===== src/rtl/beam_ctrl_pkg.sv =====
// Shared types and constants for the four-channel beam combiner control slice.
package beam_ctrl_pkg;

    typedef enum logic [1:0] {
        StIdle  = 2'd0,
        StRun   = 2'd1,
        StFlush = 2'd2
    } state_e;

    localparam int unsigned NUM_CH   = 4;
    localparam int unsigned NUM_W    = 2 * NUM_CH;
    localparam int unsigned WR_SEL_W = 3;

    // wr_sel = {ch[1:0], imag}
    localparam int unsigned SEL_IM_BIT = 0;
    localparam int unsigned SEL_CH_LSB = 1;
    localparam int unsigned SEL_CH_MSB = 2;

    localparam logic [WR_SEL_W-1:0] CH00_RE = 3'd0;
    localparam logic [WR_SEL_W-1:0] CH00_IM = 3'd1;
    localparam logic [WR_SEL_W-1:0] CH01_RE = 3'd2;
    localparam logic [WR_SEL_W-1:0] CH01_IM = 3'd3;
    localparam logic [WR_SEL_W-1:0] CH20_RE = 3'd4;
    localparam logic [WR_SEL_W-1:0] CH20_IM = 3'd5;
    localparam logic [WR_SEL_W-1:0] CH21_RE = 3'd6;
    localparam logic [WR_SEL_W-1:0] CH21_IM = 3'd7;

    function automatic logic [WR_SEL_W-1:0] weight_sel(input logic [1:0] ch, input logic imag);
        logic [WR_SEL_W-1:0] sel;
        sel = '0;
        sel[SEL_CH_MSB:SEL_CH_LSB] = ch;
        sel[SEL_IM_BIT] = imag;
        return sel;
    endfunction

endpackage


===== src/rtl/beam_weight_bank.sv =====
// Double-buffered complex beam weights: shadow write port, active set, deferred commit.
module beam_weight_bank
    import beam_ctrl_pkg::*;
#(
    parameter int unsigned WEIGHT_WIDTH = 8
) (
    input  logic                          clock,
    input  logic                          resetn,
    input  logic                          wr_en,
    input  logic [WR_SEL_W-1:0]           wr_sel,
    input  logic [WEIGHT_WIDTH-1:0]       wr_data,
    input  logic                          commit,
    input  logic                          boundary,
    input  logic                          idle,
    output logic [NUM_W*WEIGHT_WIDTH-1:0] w_active,
    output logic                          commit_pending
);

    logic [NUM_W-1:0][WEIGHT_WIDTH-1:0] shadow_q, shadow_d;
    logic [NUM_W-1:0][WEIGHT_WIDTH-1:0] active_q, active_d;
    logic                               pending_q, pending_d;
    logic                               swap;

    always_comb begin
        // Swap copies the pre-write shadow, so a same-cycle wr_en lands in shadow only.
        swap     = (boundary && pending_q) || (idle && (pending_q || commit));
        shadow_d = shadow_q;
        if (wr_en) begin
            shadow_d[wr_sel] = wr_data;
        end
        active_d = swap ? shadow_q : active_q;

        // A commit on a boundary arrives too late for that swap and waits for the next one.
        if (idle) begin
            pending_d = 1'b0;
        end else if (commit) begin
            pending_d = 1'b1;
        end else if (swap) begin
            pending_d = 1'b0;
        end else begin
            pending_d = pending_q;
        end
    end

    always_ff @(posedge clock) begin
        if (!resetn) begin
            shadow_q  <= '0;
            active_q  <= '0;
            pending_q <= 1'b0;
        end else begin
            shadow_q  <= shadow_d;
            active_q  <= active_d;
            pending_q <= pending_d;
        end
    end

    assign w_active       = active_q;
    assign commit_pending = pending_q;

endmodule


===== src/rtl/beam_combine_ctrl.sv =====
// Four-channel beam combiner sequencer: lockstep channel alignment, frame tracking,
// tlast-misalignment recovery and boundary-synchronous weight swap.
module beam_combine_ctrl
    import beam_ctrl_pkg::*;
#(
    parameter int unsigned WEIGHT_WIDTH = 8,
    parameter int unsigned FRAME_LEN    = 256
) (
    input  logic                           clock,
    input  logic                           resetn,
    input  logic                           enable,
    input  logic [NUM_CH-1:0]              s_tvalid,
    input  logic [NUM_CH-1:0]              s_tlast,
    output logic [NUM_CH-1:0]              s_tready,
    output logic                           fire,
    output logic                           m_tvalid,
    output logic                           m_tlast,
    input  logic                           m_tready,
    input  logic                           wr_en,
    input  logic [WR_SEL_W-1:0]            wr_sel,
    input  logic [WEIGHT_WIDTH-1:0]        wr_data,
    input  logic                           commit,
    output logic [NUM_CH*2*WEIGHT_WIDTH-1:0] w_active,
    output logic                           commit_pending,
    output logic [15:0]                    frame_cnt,
    output logic                           err_misalign,
    input  logic                           err_clear,
    output logic [1:0]                     state
);

    localparam logic [15:0] LAST_BEAT = 16'(FRAME_LEN - 1);

    state_e              state_q, state_d;
    logic [15:0]         beat_cnt_q, beat_cnt_d;
    logic [15:0]         frame_cnt_q, frame_cnt_d;
    logic [NUM_CH-1:0]   done_q, done_d, done_set;
    logic                m_tvalid_q, m_tvalid_d;
    logic                m_tlast_q, m_tlast_d;
    logic                err_q, err_d;
    logic                exp_last, boundary, misaligned, flush_done;

    // A fire ends the frame when the counter says so or when any channel claims it does.
    assign exp_last   = (beat_cnt_q == LAST_BEAT);
    assign boundary   = fire && (exp_last || (|s_tlast));
    assign misaligned = fire && (s_tlast != {NUM_CH{exp_last}});
    assign done_set   = done_q | (s_tvalid & s_tready & s_tlast);
    assign flush_done = &done_set;

    always_ff @(posedge clock) begin
        if (!resetn) begin
            state_q <= StIdle;
        end else begin
            state_q <= state_d;
        end
    end

    always_comb begin
        state_d = state_q;
        unique case (state_q)
            StIdle: begin
                if (enable) state_d = StRun;
            end
            StRun: begin
                if (boundary) begin
                    if (misaligned && !(&s_tlast)) state_d = StFlush;
                    else if (!enable)              state_d = StIdle;
                end
            end
            StFlush: begin
                if (flush_done) state_d = enable ? StRun : StIdle;
            end
            default: state_d = StIdle;
        endcase
    end

    // No s_tlast term here: ready never depends on tlast.
    always_comb begin
        fire     = 1'b0;
        s_tready = '0;
        unique case (state_q)
            StRun: begin
                fire     = (&s_tvalid) && (!m_tvalid_q || m_tready);
                s_tready = {NUM_CH{fire}};
            end
            StFlush: s_tready = ~done_q;
            default: ;
        endcase
    end

    always_comb begin
        beat_cnt_d  = beat_cnt_q;
        frame_cnt_d = frame_cnt_q;
        done_d      = done_q;
        m_tvalid_d  = m_tvalid_q;
        m_tlast_d   = m_tlast_q;

        if (state_q == StIdle) beat_cnt_d = '0;

        if (fire) begin
            if (boundary) begin
                beat_cnt_d  = '0;
                frame_cnt_d = frame_cnt_q + 16'd1;
            end else begin
                beat_cnt_d  = beat_cnt_q + 16'd1;
            end
        end

        if (state_q == StFlush) begin
            done_d = flush_done ? '0 : done_set;
        end else if (misaligned && !(&s_tlast)) begin
            done_d = s_tlast;
        end

        if (fire) begin
            m_tvalid_d = 1'b1;
            m_tlast_d  = boundary;
        end else if (m_tready) begin
            m_tvalid_d = 1'b0;
            m_tlast_d  = 1'b0;
        end

        if (misaligned)     err_d = 1'b1;
        else if (err_clear) err_d = 1'b0;
        else                err_d = err_q;
    end

    always_ff @(posedge clock) begin
        if (!resetn) begin
            beat_cnt_q  <= '0;
            frame_cnt_q <= '0;
            done_q      <= '0;
            m_tvalid_q  <= 1'b0;
            m_tlast_q   <= 1'b0;
            err_q       <= 1'b0;
        end else begin
            beat_cnt_q  <= beat_cnt_d;
            frame_cnt_q <= frame_cnt_d;
            done_q      <= done_d;
            m_tvalid_q  <= m_tvalid_d;
            m_tlast_q   <= m_tlast_d;
            err_q       <= err_d;
        end
    end

    beam_weight_bank #(
        .WEIGHT_WIDTH (WEIGHT_WIDTH)
    ) u_weight_bank (
        .clock          (clock),
        .resetn         (resetn),
        .wr_en          (wr_en),
        .wr_sel         (wr_sel),
        .wr_data        (wr_data),
        .commit         (commit),
        .boundary       (boundary),
        .idle           (state_q == StIdle),
        .w_active       (w_active),
        .commit_pending (commit_pending)
    );

    assign m_tvalid     = m_tvalid_q;
    assign m_tlast      = m_tlast_q;
    assign frame_cnt    = frame_cnt_q;
    assign err_misalign = err_q;
    assign state        = state_q;

endmodule


===== config.mk =====
export PLATFORM = sky130hd
export DESIGN_NAME = beam_combine_ctrl
export DESIGN_NICKNAME = d
export VERILOG_FILES = /design/src/rtl/beam_ctrl_pkg.sv /design/src/rtl/beam_weight_bank.sv /design/src/rtl/beam_combine_ctrl.sv
export SDC_FILE = /design/constraint.sdc
export NUM_CORES = 1
export LEC_CHECK = 0
export CORE_ASPECT_RATIO = 1.5
export CORE_UTILIZATION = 45
export DETAILED_ROUTE_END_ITERATION = 8
export HOLD_SLACK_MARGIN = 0.03
export PLACE_DENSITY = 0.72
export SLEW_MARGIN = 40
export SYNTH_ARGS = -nofsm -noshare
export SYNTH_HDL_FRONTEND = slang
export SYNTH_SLANG_ARGS = --single-unit

===== constraint.sdc =====
create_clock -name clock -period 2.6 [get_ports clock]
set_clock_uncertainty 0.1 [all_clocks]
set_input_delay 0.39 -clock clock [delete_from_list [all_inputs] [get_ports clock]]
set_output_delay 0.39 -clock clock [all_outputs]
set_load 0.005 [all_outputs]

Word level (Yosys, flattened, before mapping). Index checks and enable logic that the tools add are counted.

Input port bits: 26. Flip-flop bits (word level): 170.

Mux-type cells: 25. Reduce and logical (&&, ||, !) cells: 26. Add/subtract/negate cells: 2. Order comparisons: 2. Bitwise gates (word level): 5. Equal/unequal tests: 8.

Operator list (number): bitwise mux 64 bit (1); two-way mux 16 bit (3); adder 16 x 1 -> 16 bit (second input constant) (2); demux 8 bit (select 3 bit) (1); equality test 16 x 8 -> 1 bit (second input constant) (1); AND reduction 4 bit (4); two-way mux 4 bit (3); two-way mux 2 bit (5); nonzero test 2 bit (5); two-way mux 1 bit (9); AND 4 bit (2); two-way mux 8 bit (1); one-hot mux 4 bit (2 select lines) (1); logical AND 1 bit (7); one-hot mux 2 bit (3 select lines) (1); logical OR 1 bit (4); < comparator 3 x 4 -> 1 bit (second input constant) (1); != test 2 bit (second input constant) (2); != test 4 bit (1); inverter 4 bit (1); bitwise OR 4 bit (1); OR reduction 4 bit (1); greater-or-equal comparator 3 x 1 -> 1 bit (second input constant) (1); != test 3 bit (second input constant) (1); other kinds (8) (9).

Depth between registers and ports, before layout. Gate-level depths: netlist of run 1.

Word-level depth: 10. Gate-level depth with buffers: 11. Mapped depth without buffers: 9.

Modules after synthesis. A second synthesis of run 1 with hierarchy kept.

Cell total of the unflattened synthesis: 804. Area total of the unflattened synthesis: 7337.0 µm².

By module, submodules not included: beam_weight_bank (cells each 555, times used 1, area each 5161.2 µm²); beam_combine_ctrl (cells each 249, times used 1, area each 2175.8 µm²).

Worst setup path before layout of run 1. OpenSTA, ideal clock, no wires.

Path kind: flip-flop to flip-flop. Start: register beat_cnt_q[15]. End: register frame_cnt_q[5] (netlist: frame_cnt[5]). Path slack: 170 ps. Cell stages (with the launch flop): 8. Buffers on the path: 1. Arrival: 2215 ps. Clock period less this slack: 2430 ps. Cells stage by stage: dfxtp_1 -> or4_1 -> or4_1 -> buf_6 -> a21o_1 -> or3_1 -> xnor2_1 -> and2_1.

Cells in the longest elaborated chain, start to end: 4.

RTL lines: start: declaration (line beam_combine_ctrl.sv:34) `logic [15:0] beat_cnt_q, beat_cnt_d;`; start signal: assignment (line beam_combine_ctrl.sv:136) `beat_cnt_q <= beat_cnt_d;`; equality test 16 x 8 -> 1 bit (line beam_combine_ctrl.sv:43) `assign exp_last = (beat_cnt_q == LAST_BEAT);`; logical OR 1 bit (line beam_combine_ctrl.sv:44) `assign boundary = fire && (exp_last || (|s_tlast));`; logical AND 1 bit (line beam_combine_ctrl.sv:44); AND reduction 2 bit (no source line); end signal: assignment (line beam_combine_ctrl.sv:137) `frame_cnt_q <= frame_cnt_d;`; end: declaration (line beam_combine_ctrl.sv:35) `logic [15:0] frame_cnt_q, frame_cnt_d;`.

No other way between the ends. A chain may end at the register's enable or synchronous reset.

Worst setup path after layout of run 1.
Start: input port s_tvalid[3]. End: output port s_tready[2].

Cells in the longest elaborated chain, start to end: 3.

RTL lines: start: declaration (line beam_combine_ctrl.sv:12) `input logic [NUM_CH-1:0] s_tvalid,`; AND reduction 4 bit (line beam_combine_ctrl.sv:82) `fire = (&s_tvalid) && (!m_tvalid_q || m_tready);`; logical AND 1 bit (line beam_combine_ctrl.sv:82); one-hot mux 4 bit (2 select lines) (line beam_combine_ctrl.sv:80) `unique case (state_q)`; end: declaration (line beam_combine_ctrl.sv:14) `output logic [NUM_CH-1:0] s_tready,`.

No other way between the ends.

==> flow_metrics.tcl, run 1 <==
set metrics [dict create \
    setup_violations 0 \
    yosysMostFrequentCell "nand2_1" \
    gr-total-overflow 0 \
    grt_pass1_wl_um 27150 \
    p_per_area_mw_per_mm2 601.0 \
    grt_max_degree 92 \
    ant_nets 0 \
    wl_um 16770 \
    stdcell_area_mm2 0.009186 \
    yosys.area_share.simple 0.2538 \
    r2r-end "frame_cnt[11]$_SDFFE_PN0P_" \
    synth_edf_count 0 \
    clock.fmax_ghz 0.3856 \
    hold_depth 2 \
    fin_nets 991 \
    synthFlopType "dfxtp_1" \
    drt-pass1-iter-count 4 \
    syn-num-nets 874 \
    async_flop_share 0 \
    reg2reg_depth 8 \
    ioPinCount 117 \
    syn_area_mm2 0.007044 \
    worstMarginPinSlew_ns 0.6232 \
    ir_drop_mv 0.4315 \
    wl_per_cell_um 14.33 \
    worstPathArrival_ns 2.10 \
    multi_input_area_mm2 0.003417 \
    drive_above_1_share 0.1040 \
    reg2reg_from "beat_cnt_q[13]$_SDFFE_PN0P_" \
    grt_use_total 0.2095 \
    fin_crit_ns 2.594 \
    reg2reg_slack_ns 0.04 \
    rsz0062_at_grt "true" \
    ys_warn_count 0 \
    numCtsBuffers 17 \
    holdCritStartpoint "u_weight_bank.w_active[25]$_SDFFE_PN0P_" \
    synth_compound_area_frac 0.1782 \
    maxCapViolations 0 \
    cp.required_ns 2.11 \
    cts_sinks 170 \
    yosysUniqueCellTypes 48 \
    maxSlewHeadroom 0.5845 \
    synth.top_cell.area_share 0.4831 \
    drcViolationCount 0 \
    cp_max_fo 6 \
    drt_iter0_drc 267 \
    path_clk_slew_ns 0.06 \
    ys_top_cells_by_count "nand2_1 (201), dfxtp_1 (170), nand3_1 (78), o21ai_0 (68), a21boi_0 (59)" \
    cts_tree "done" \
    cts-root-buf "clkbuf_16" \
    synth_top_family_by_area "simple AND/OR/NAND/NOR gates" \
    crit_type "primary input to primary output" \
    hold_slack_ns 0.3530 \
    critPathLaunchType "primary input" \
    worstSetupEndpointType "primary output" \
    finalMaxSlewViolations 0 \
    syn2layout_area_growth_pct 30.41 \
    diodes 0 \
    p_leak_nw 3.231 \
    die_area_mm2 0.01617 \
    gp_congestion 0.9184 \
    avgSynthCellArea_um2 8.366 \
    vias_per_cell 5.211 \
    grt_pass1_vias 5632 \
    htree_levels 4 \
    seq_area_mm2 0.003412 \
    placed_area_mm2 0.008497 \
    synthCells 842 \
    synth_largest_area_cell "dfxtp_1" \
    ys_seq_area_frac 0.4831 \
    hold_viol 0 \
    fp-row-count 55 \
    synthMuxAreaShare 0.01279 \
    hold_class "flop to flop" \
    fillers 1361 \
    clock_latency_ns 0.41 \
    status "complete, no violations" \
    hpwl_um 11400 \
    synth_fa_ha_area_frac 0.01066 \
    min_to "u_weight_bank.w_active[25]$_SDFFE_PN0P_" \
    num_vias 6097 \
    die_height_um 155.2 \
    antenna_found_initial 0 \
    clock_path_buffers 2 \
    finalCritPeriodShare 0.9975 \
    io_buffer_count 116 \
    synth_seq_cells 170 \
    synth_xor_area_frac 0.01865 \
    fp.coreArea_mm2 0.01521 \
    hold_buffers 0 \
    chipWidth_um 104.2 \
    synth.top_cells.by_area "dfxtp_1 (48%), nand2_1 (11%), a21boi_0 (6.3%)" \
    initial_core_util 0.4632 \
]
-- kinds of logic after synthesis --
group,Yosys count
AO/OA/AOI/OAI,191
flip-flops,170
AND/OR/NAND/NOR,385
buffers and inverters,66
multiplexers,9
XOR/XNOR,15
adder cells (fa/ha/maj),6
-- state kept, by name, indices dropped and copies added (netlist names) --
| register | flops |
|---|---|
| done_q | 4 |
| frame_cnt | 16 |
| u_weight_bank.shadow_q | 64 |
| m_tvalid | 1 |
| u_weight_bank.w_active | 64 |
| m_tlast | 1 |
| state | 2 |
| err_misalign | 1 |
| beat_cnt_q | 16 |
| u_weight_bank.commit_pending | 1 |
-- metrics by stage --
| step | worst slack [ns] | power [mW] | utilization | instances | setup TNS [ns] |
|---|---|---|---|---|---|
| floorplan | 0.1702 | 3.033 | - | 842 | 0 |
| detailed placement | -0.08059 | 3.202 | 0.5587 | 1133 | -0.9472 |
| CTS | 0.00007305 | 5.573 | 0.5978 | 1167 | 0 |
| global route | -0.09179 | 5.733 | 0.6040 | 1170 | -0.4695 |
| finish | 0.006493 | 5.521 | 0.6040 | 1170 | 0 |
| global placement | -0.07787 | 3.198 | 0.5587 | 1133 | -0.4949 |
-- worst max-delay path by stage --
stage,slack [ns],endpoint,startpoint,cells past startpoint
floorplan,0.17,frame_cnt[5]$_SDFFE_PN0P_,beat_cnt_q[15]$_SDFFE_PN0P_,7
global placement,-0.08,s_tready[3],s_tvalid[3],6
detailed placement,-0.08,state[0]$_SDFFE_PN0P_,s_tvalid[3],9
CTS,0.00007,s_tready[1],state[1]$_SDFFE_PN0P_,7
global route,-0.09,s_tready[2],state[1]$_SDFFE_PN0P_,7
finish,0.006,s_tready[2],s_tvalid[3],6
-- report_power, final --
| group | leakage [nW] | switching [mW] | internal [mW] |
|---|---|---|---|
| sequential | 1.37 | 0.0237 | 2.64 |
| combinational | 1.60 | 0.301 | 0.182 |
| clock | 0.255 | 1.05 | 1.32 |
-- area by class of cell --
class | instances | share of cell area
sequential | 170 | 0.3714
tap | 199 | 0.02710
inverter | 8 | 0.003269
clock buffer | 18 | 0.04672
multi-input combinational | 606 | 0.3720
timing repair buffer | 156 | 0.1663
clock inverter | 13 | 0.01321
-- cell usage in the layout, fill, tap and decap left out, types with 5 or more instances in the layout --
| master | n |
|---|---|
| clkinvlp_4 | 5 |
| nand4_1 | 7 |
| nand3_2 | 7 |
| o211a_1 | 7 |
| o21ai_1 | 18 |
| nand3_1 | 74 |
| dfxtp_1 | 165 |
| nor2b_1 | 21 |
| o21ai_2 | 5 |
| buf_4 | 34 |
| nand2_1 | 201 |
| a21oi_1 | 12 |
| ha_1 | 5 |
| clkdlybuf4s50_1 | 112 |
| mux2i_1 | 9 |
| clkbuf_16 | 17 |
| a21boi_0 | 59 |
| xnor2_1 | 11 |
| and3_1 | 8 |
| inv_1 | 7 |
| o21ai_0 | 65 |
| and2_1 | 22 |
| nor2_1 | 19 |
| a31oi_1 | 5 |
-- layer usage --
layer  global-route usage  vias to the layer above  share of wire
li1                     -                     3102              -
met1               0.2413                     2835           0.43
met2               0.3873                      141           0.52
met3              0.04189                       19          0.033
met4              0.06463                        0          0.014
met5                    0                        -              0
-- worst max-delay path: stages --
cell and delay, ns:
clkdlybuf4s50_1 0.49, nand3_1 0.11, or3_4 0.42, o21ai_1 0.08
and2_1 0.12, clkdlybuf4s50_1 0.49
-- timing repair --
item                       4_1_cts  5_1_grt
setup endpoints to repair        5       16
setup buffers                    3        3
gates resized for setup          8       20
pin swaps                        0        4
(Power assumes the default switching activity.)
==> inputs of run 2 (changes only) <==
--- a/config.mk
+++ b/config.mk
@@ -9,8 +9,7 @@
 export CORE_UTILIZATION = 45
 export DETAILED_ROUTE_END_ITERATION = 8
 export HOLD_SLACK_MARGIN = 0.03
-export PLACE_DENSITY = 0.72
-export SLEW_MARGIN = 40
+export PLACE_DENSITY = 0.83
 export SYNTH_ARGS = -nofsm -noshare
 export SYNTH_HDL_FRONTEND = slang
 export SYNTH_SLANG_ARGS = --single-unit
==> run 2 against run 1 <==
Sequential power about the same; final area up 0.98%; power up 3.6%; register-to-register slack about the same; die area unchanged; core utilization up 0.59 points; clock-buffer cell count up 2; worst setup slack better by 0.044 ns; via count up 2.0%; first-iteration DRC count up 21%; wire length up 4.8%; sequential share of layout area down 0.33 points; critical endpoint is now frame_cnt[5]$_SDFFE_PN0P_; largest cell class unchanged.
==> flow_metrics.tcl, run 2 (synthesis results as in run 1) <==
set metrics [dict create \
    die_height_um 155.2 \
    maxCapViolations 0 \
    num_vias 6218 \
    grt_max_degree 70 \
    hold_viol 0 \
    critPathLaunch "beat_cnt_q[8]$_SDFFE_PN0P_" \
    r2r-end "frame_cnt[5]$_SDFFE_PN0P_" \
    hold_buffers 0 \
    cts_sinks 170 \
    switching_share 0.2427 \
    reg2reg_depth 7 \
    reg2reg_slack_ns 0.05 \
    rsz0062_at_grt "true" \
    initial_core_util 0.4632 \
    maxSlewHeadroom 0.5996 \
    reg2reg_from "beat_cnt_q[8]$_SDFFE_PN0P_" \
    grt_pass1_vias 5788 \
    grt_pass1_wl_um 28110 \
    critPathLaunchType "flop" \
    drcViolationCount 0 \
    clock_path_buffers 2 \
    antenna_found_initial 0 \
    power_frac_comb 0.086 \
    setup_ws_ns 0.05050 \
    vias_per_cell 5.310 \
    htree_levels 4 \
    gr-total-overflow 0 \
    path_clk_slew_ns 0.07 \
    clkPwrFrac 0.448 \
    setup_tns_ns 0 \
    hold_depth 3 \
    fin_util 0.6100 \
    worstMarginPinSlew_ns 0.5985 \
    wl_per_cell_um 15.00 \
    clock.fmax_ghz 0.3922 \
    numCtsBuffers 17 \
    crit_type "flop to flop" \
    hpwl_um 11990 \
    fin_nets 992 \
    pwr-share-seq 0.467 \
    die_area_mm2 0.01617 \
    pre_cts_ws_ns -0.1114 \
    hold_class "primary input to flop" \
    final_cell_mix "nand2_1 (200), dfxtp_1 (165), clkdlybuf4s50_1 (108), nand3_1 (73), o21ai_0 (66)" \
    layout_commonest_cell "nand2_1" \
    p_switching_mw 1.388 \
    fin_crit_ns 2.549 \
    setup_violations 0 \
    finalMaxSlewViolations 0 \
    cp_max_fo 7 \
    drt_iter0_drc 324 \
    fp.coreArea_mm2 0.01521 \
    finalCritPeriodShare 0.9806 \
    gp_congestion 0.9125 \
    setup.worst_path.end "frame_cnt[5]$_SDFFE_PN0P_" \
    clock_latency_ns 0.42 \
    grt_use_total 0.2169 \
    cts-root-buf "clkbuf_16" \
    p_leak_nw 3.328 \
    drive_above_1_share 0.1101 \
    wl_um 17570 \
    ioPinCount 117 \
    p_int_mw 4.331 \
    worstPathArrival_ns 2.77 \
    syn2layout_area_growth_pct 31.69 \
    status "complete, no violations" \
    io_buffer_count 116 \
    total_power_mw 5.718 \
    fp-row-count 55 \
    ir_drop_mv 0.3751 \
    p_per_area_mw_per_mm2 616.4 \
    worstSetupEndpointType "flop" \
    cp.required_ns 2.82 \
    chipWidth_um 104.2 \
    cts_tree "done" \
    ant_nets 0 \
    drt-pass1-iter-count 6 \
    diodes 0 \
]
run 2: cell types whose count changed in the layout (fill, tap and decap cells not counted), moves of 2 or more:
| cell | previous run | this run |
|---|---|---|
| clkbuf_8 | 0 | 3 |
| clkdlybuf4s50_1 | 112 | 108 |
| clkinv_4 | 2 | 0 |
| clkinvlp_4 | 5 | 3 |
| dlymetal6s2s_1 | 2 | 5 |
| or4_1 | 2 | 0 |
| or4_4 | 1 | 3 |
run 2: through the flow:
stage               cells  hold slack, ns  instance area (um2)
floorplan             842          0.3286                 7044
global placement     1135          0.3424                 8512
detailed placement   1135          0.3499                 8512
CTS                  1169          0.2971                 9163
global route         1171          0.3215                 9276
finish               1171          0.3065                 9276
run 2: cell type report:
cell class / instances / area (um2)
inverter: 8 / 32.53
fill: 1257 / 5932
clock buffer: 20 / 466.7
sequential: 170 / 3415
tap: 199 / 249.0
timing repair buffer: 157 / 1541
multi-input combinational: 606 / 3438
clock inverter: 11 / 133.9
run 2: metal layers:
metal / wire, um / global-route usage
met5: 0 / 0
met3: 756 / 0.03603
met1: 7008 / 0.2370
met2: 9410 / 0.4092
met4: 391 / 0.09388
run 2: worst min path at each step:
stage / startpoint / end / slack [ns]
2_1_floorplan: u_weight_bank.shadow_q[12]$_SDFFE_PN0P_ / u_weight_bank.w_active[12]$_SDFFE_PN0P_ / 0.33
3_5_place_dp: u_weight_bank.shadow_q[41]$_SDFFE_PN0P_ / u_weight_bank.w_active[41]$_SDFFE_PN0P_ / 0.35
3_3_place_gp: u_weight_bank.shadow_q[42]$_SDFFE_PN0P_ / u_weight_bank.w_active[42]$_SDFFE_PN0P_ / 0.34
4_1_cts: resetn / u_weight_bank.w_active[10]$_SDFFE_PN0P_ / 0.30
6_report: resetn / u_weight_bank.w_active[10]$_SDFFE_PN0P_ / 0.31
5_1_grt: resetn / u_weight_bank.shadow_q[11]$_SDFFE_PN0P_ / 0.32
run 2: power by group through the flow:
stage | logic [mW] | registers (mW) | clock network, mW
3_3_place_gp | 0.471 | 2.72 | 0
3_5_place_dp | 0.477 | 2.72 | 0
4_1_cts | 0.486 | 2.67 | 2.60
6_report | 0.490 | 2.67 | 2.56
2_1_floorplan | 0.313 | 2.72 | 0
5_1_grt | 0.536 | 2.67 | 2.70
run 2: worst max-delay path: stages (launching register included):
cell	delay, ns
dfxtp_2	0.32
or4_4	0.51
or4_4	0.49
buf_8	0.16
a21o_4	0.23
or3_4	0.36
xnor2_1	0.12
and2_1	0.15
run 2: timing repair:
action	CTS	global route
pin swaps	0	4
buffers inserted	3	2
endpoints found under the hold margin	0	0
cloned	0	0
resized for setup	12	26
endpoints found under the setup margin	5	16
==> inputs of run 3 (changes only) <==
--- a/config.mk
+++ b/config.mk
@@ -5,11 +5,12 @@
 export SDC_FILE = /design/constraint.sdc
 export NUM_CORES = 1
 export LEC_CHECK = 0
-export CORE_ASPECT_RATIO = 1.5
-export CORE_UTILIZATION = 45
+export CORE_ASPECT_RATIO = 0.7
+export CORE_UTILIZATION = 35
 export DETAILED_ROUTE_END_ITERATION = 8
 export HOLD_SLACK_MARGIN = 0.03
-export PLACE_DENSITY = 0.83
+export PLACE_DENSITY = 0.7
+export SKIP_LAST_GASP = 1
 export SYNTH_ARGS = -nofsm -noshare
 export SYNTH_HDL_FRONTEND = slang
 export SYNTH_SLANG_ARGS = --single-unit
==> run 3 against run 2 <==
The run now ends with negative setup slack left; sequential power hardly changed; wire length shrank 1.2%; global-route usage decreased by 4.5 points; maximum frequency down 4.7%; critical path type is now flop to primary output; largest cell class is now flip-flops and latches; largest power group is now clock.
==> flow_metrics.tcl, run 3 (synthesis results as in run 1) <==
set metrics [dict create \
    hpwl_um 11990 \
    p_per_area_mw_per_mm2 628.6 \
    grt_pass1_vias 5413 \
    fin_nets 990 \
    gr-total-overflow 0 \
    setup_violations 2 \
    die_area_mm2 0.02071 \
    initial_core_util 0.3568 \
    cts_tree "done" \
    layout_commonest_cell "nand2_1" \
    setup_ws_ns -0.07578 \
    cts_sinks 170 \
    hold_buffers 0 \
    ant_nets 0 \
    grt_pass1_wl_um 27830 \
    htree_levels 4 \
    grt_use_total 0.1716 \
    maxSlewHeadroom 0.5957 \
    worstMarginPinSlew_ns 0.6064 \
    total_power_mw 5.854 \
    crit_type "flop to primary output" \
    cts-root-buf "clkbuf_16" \
    placedCellCount 1205 \
    pre_cts_ws_ns -0.1232 \
    worstSetupEndpointType "primary output" \
    drt-pass1-iter-count 5 \
    clock_path_buffers 2 \
    placed_area_mm2 0.008606 \
    numCtsBuffers 17 \
    rsz0062_at_grt "true" \
    hold_class "primary input to flop" \
    status "finished, violations left" \
    fp.coreArea_mm2 0.01975 \
    setup_tns_ns -0.1223 \
    clock.fmax_ghz 0.3737 \
    antenna_found_initial 0 \
    wl_per_cell_um 13.98 \
    fin_crit_ns 2.676 \
    chipWidth_um 171.6 \
    final_cells 1241 \
    maxCapViolations 0 \
    seq_area_mm2 0.003408 \
    ioPinCount 117 \
    drt_iter0_drc 417 \
    reg2reg_slack_ns 0.12 \
    fin_util 0.4716 \
    p_leak_nw 3.275 \
    worstPathArrival_ns 2.19 \
    gp_congestion 0.8605 \
    die_height_um 120.7 \
    wl_um 17350 \
    ir_drop_mv 0.3516 \
    finalMaxSlewViolations 0 \
    cp_max_fo 6 \
    diodes 0 \
    hold_slack_ns 0.3544 \
    path_clk_slew_ns 0.07 \
    fp-row-count 43 \
    num_vias 6023 \
    hold_viol 0 \
    stdcell_area_mm2 0.009313 \
    grt_max_degree 89 \
    critPathLaunchType "flop" \
    vias_per_cell 4.853 \
    final_cell_mix "nand2_1 (201), dfxtp_1 (168), clkdlybuf4s50_1 (112), nand3_1 (78), o21ai_0 (68)" \
    io_buffer_count 116 \
    syn2layout_area_growth_pct 32.20 \
    clock_latency_ns 0.42 \
    multi_input_area_mm2 0.003381 \
    finalCritPeriodShare 1.029 \
    cp.required_ns 2.11 \
    violations "negative setup slack" \
    drcViolationCount 0 \
    fillers 1961 \
    drive_above_1_share 0.09475 \
]
run 3: metal layers:
metal | global-route usage | wire, um | up-vias | part of all wire
met2 | 0.2275 | 6897 | 130 | 0.40
met4 | 0.05190 | 261 | 0 | 0.015
met5 | 0 | 0 | - | 0
met3 | 0.04223 | 825 | 19 | 0.048
li1 | - | - | 3112 | -
met1 | 0.2649 | 9365 | 2762 | 0.54
run 3: path summary, 6_finish.rpt:
| kind | start | end | cells past startpoint |
|---|---|---|---|
| worst max-delay path | state[1]$_SDFFE_PN0P_ | s_tready[2] | 7 |
| worst min-delay path | resetn | u_weight_bank.w_active[2]$_SDFFE_PN0P_ | 3 |
| worst max register to register | beat_cnt_q[15]$_SDFFE_PN0P_ | frame_cnt[13]$_SDFFE_PN0P_ | 7 |
| worst min register to register | u_weight_bank.shadow_q[61]$_SDFFE_PN0P_ | u_weight_bank.w_active[61]$_SDFFE_PN0P_ | 2 |
run 3: power breakdown:
part | switching, mW | internal, mW | total [mW]
combinational | 0.303 | 0.187 | 0.489
sequential | 0.0260 | 2.64 | 2.67
clock | 1.09 | 1.61 | 2.70
total | 1.42 | 4.43 | 5.85
run 3: worst max-delay path, cell delays in order, from the launching register on:
cell,delay (ns)
dfxtp_4,0.36
inv_2,0.08
ha_4,0.15
nand2_1,0.07
or3_4,0.37
o21ai_0,0.10
and2_1,0.15
clkdlybuf4s50_1,0.49
run 3: timing repair:
action,in CTS,in global routing
endpoints found under the setup margin,10,14
pin swaps,0,1
hold endpoints to repair,0,0
setup buffers,1,3
gates resized for setup,7,7
run 3: layout make-up:
cell class,instances,area share
Timing Repair Buffer,155,0.1638
Clock buffer,21,0.05052
Tap cell,270,0.03628
Inverter,8,0.003493
Clock inverter,11,0.01693
Sequential cell,170,0.3660
Multi-Input combinational cell,606,0.3630
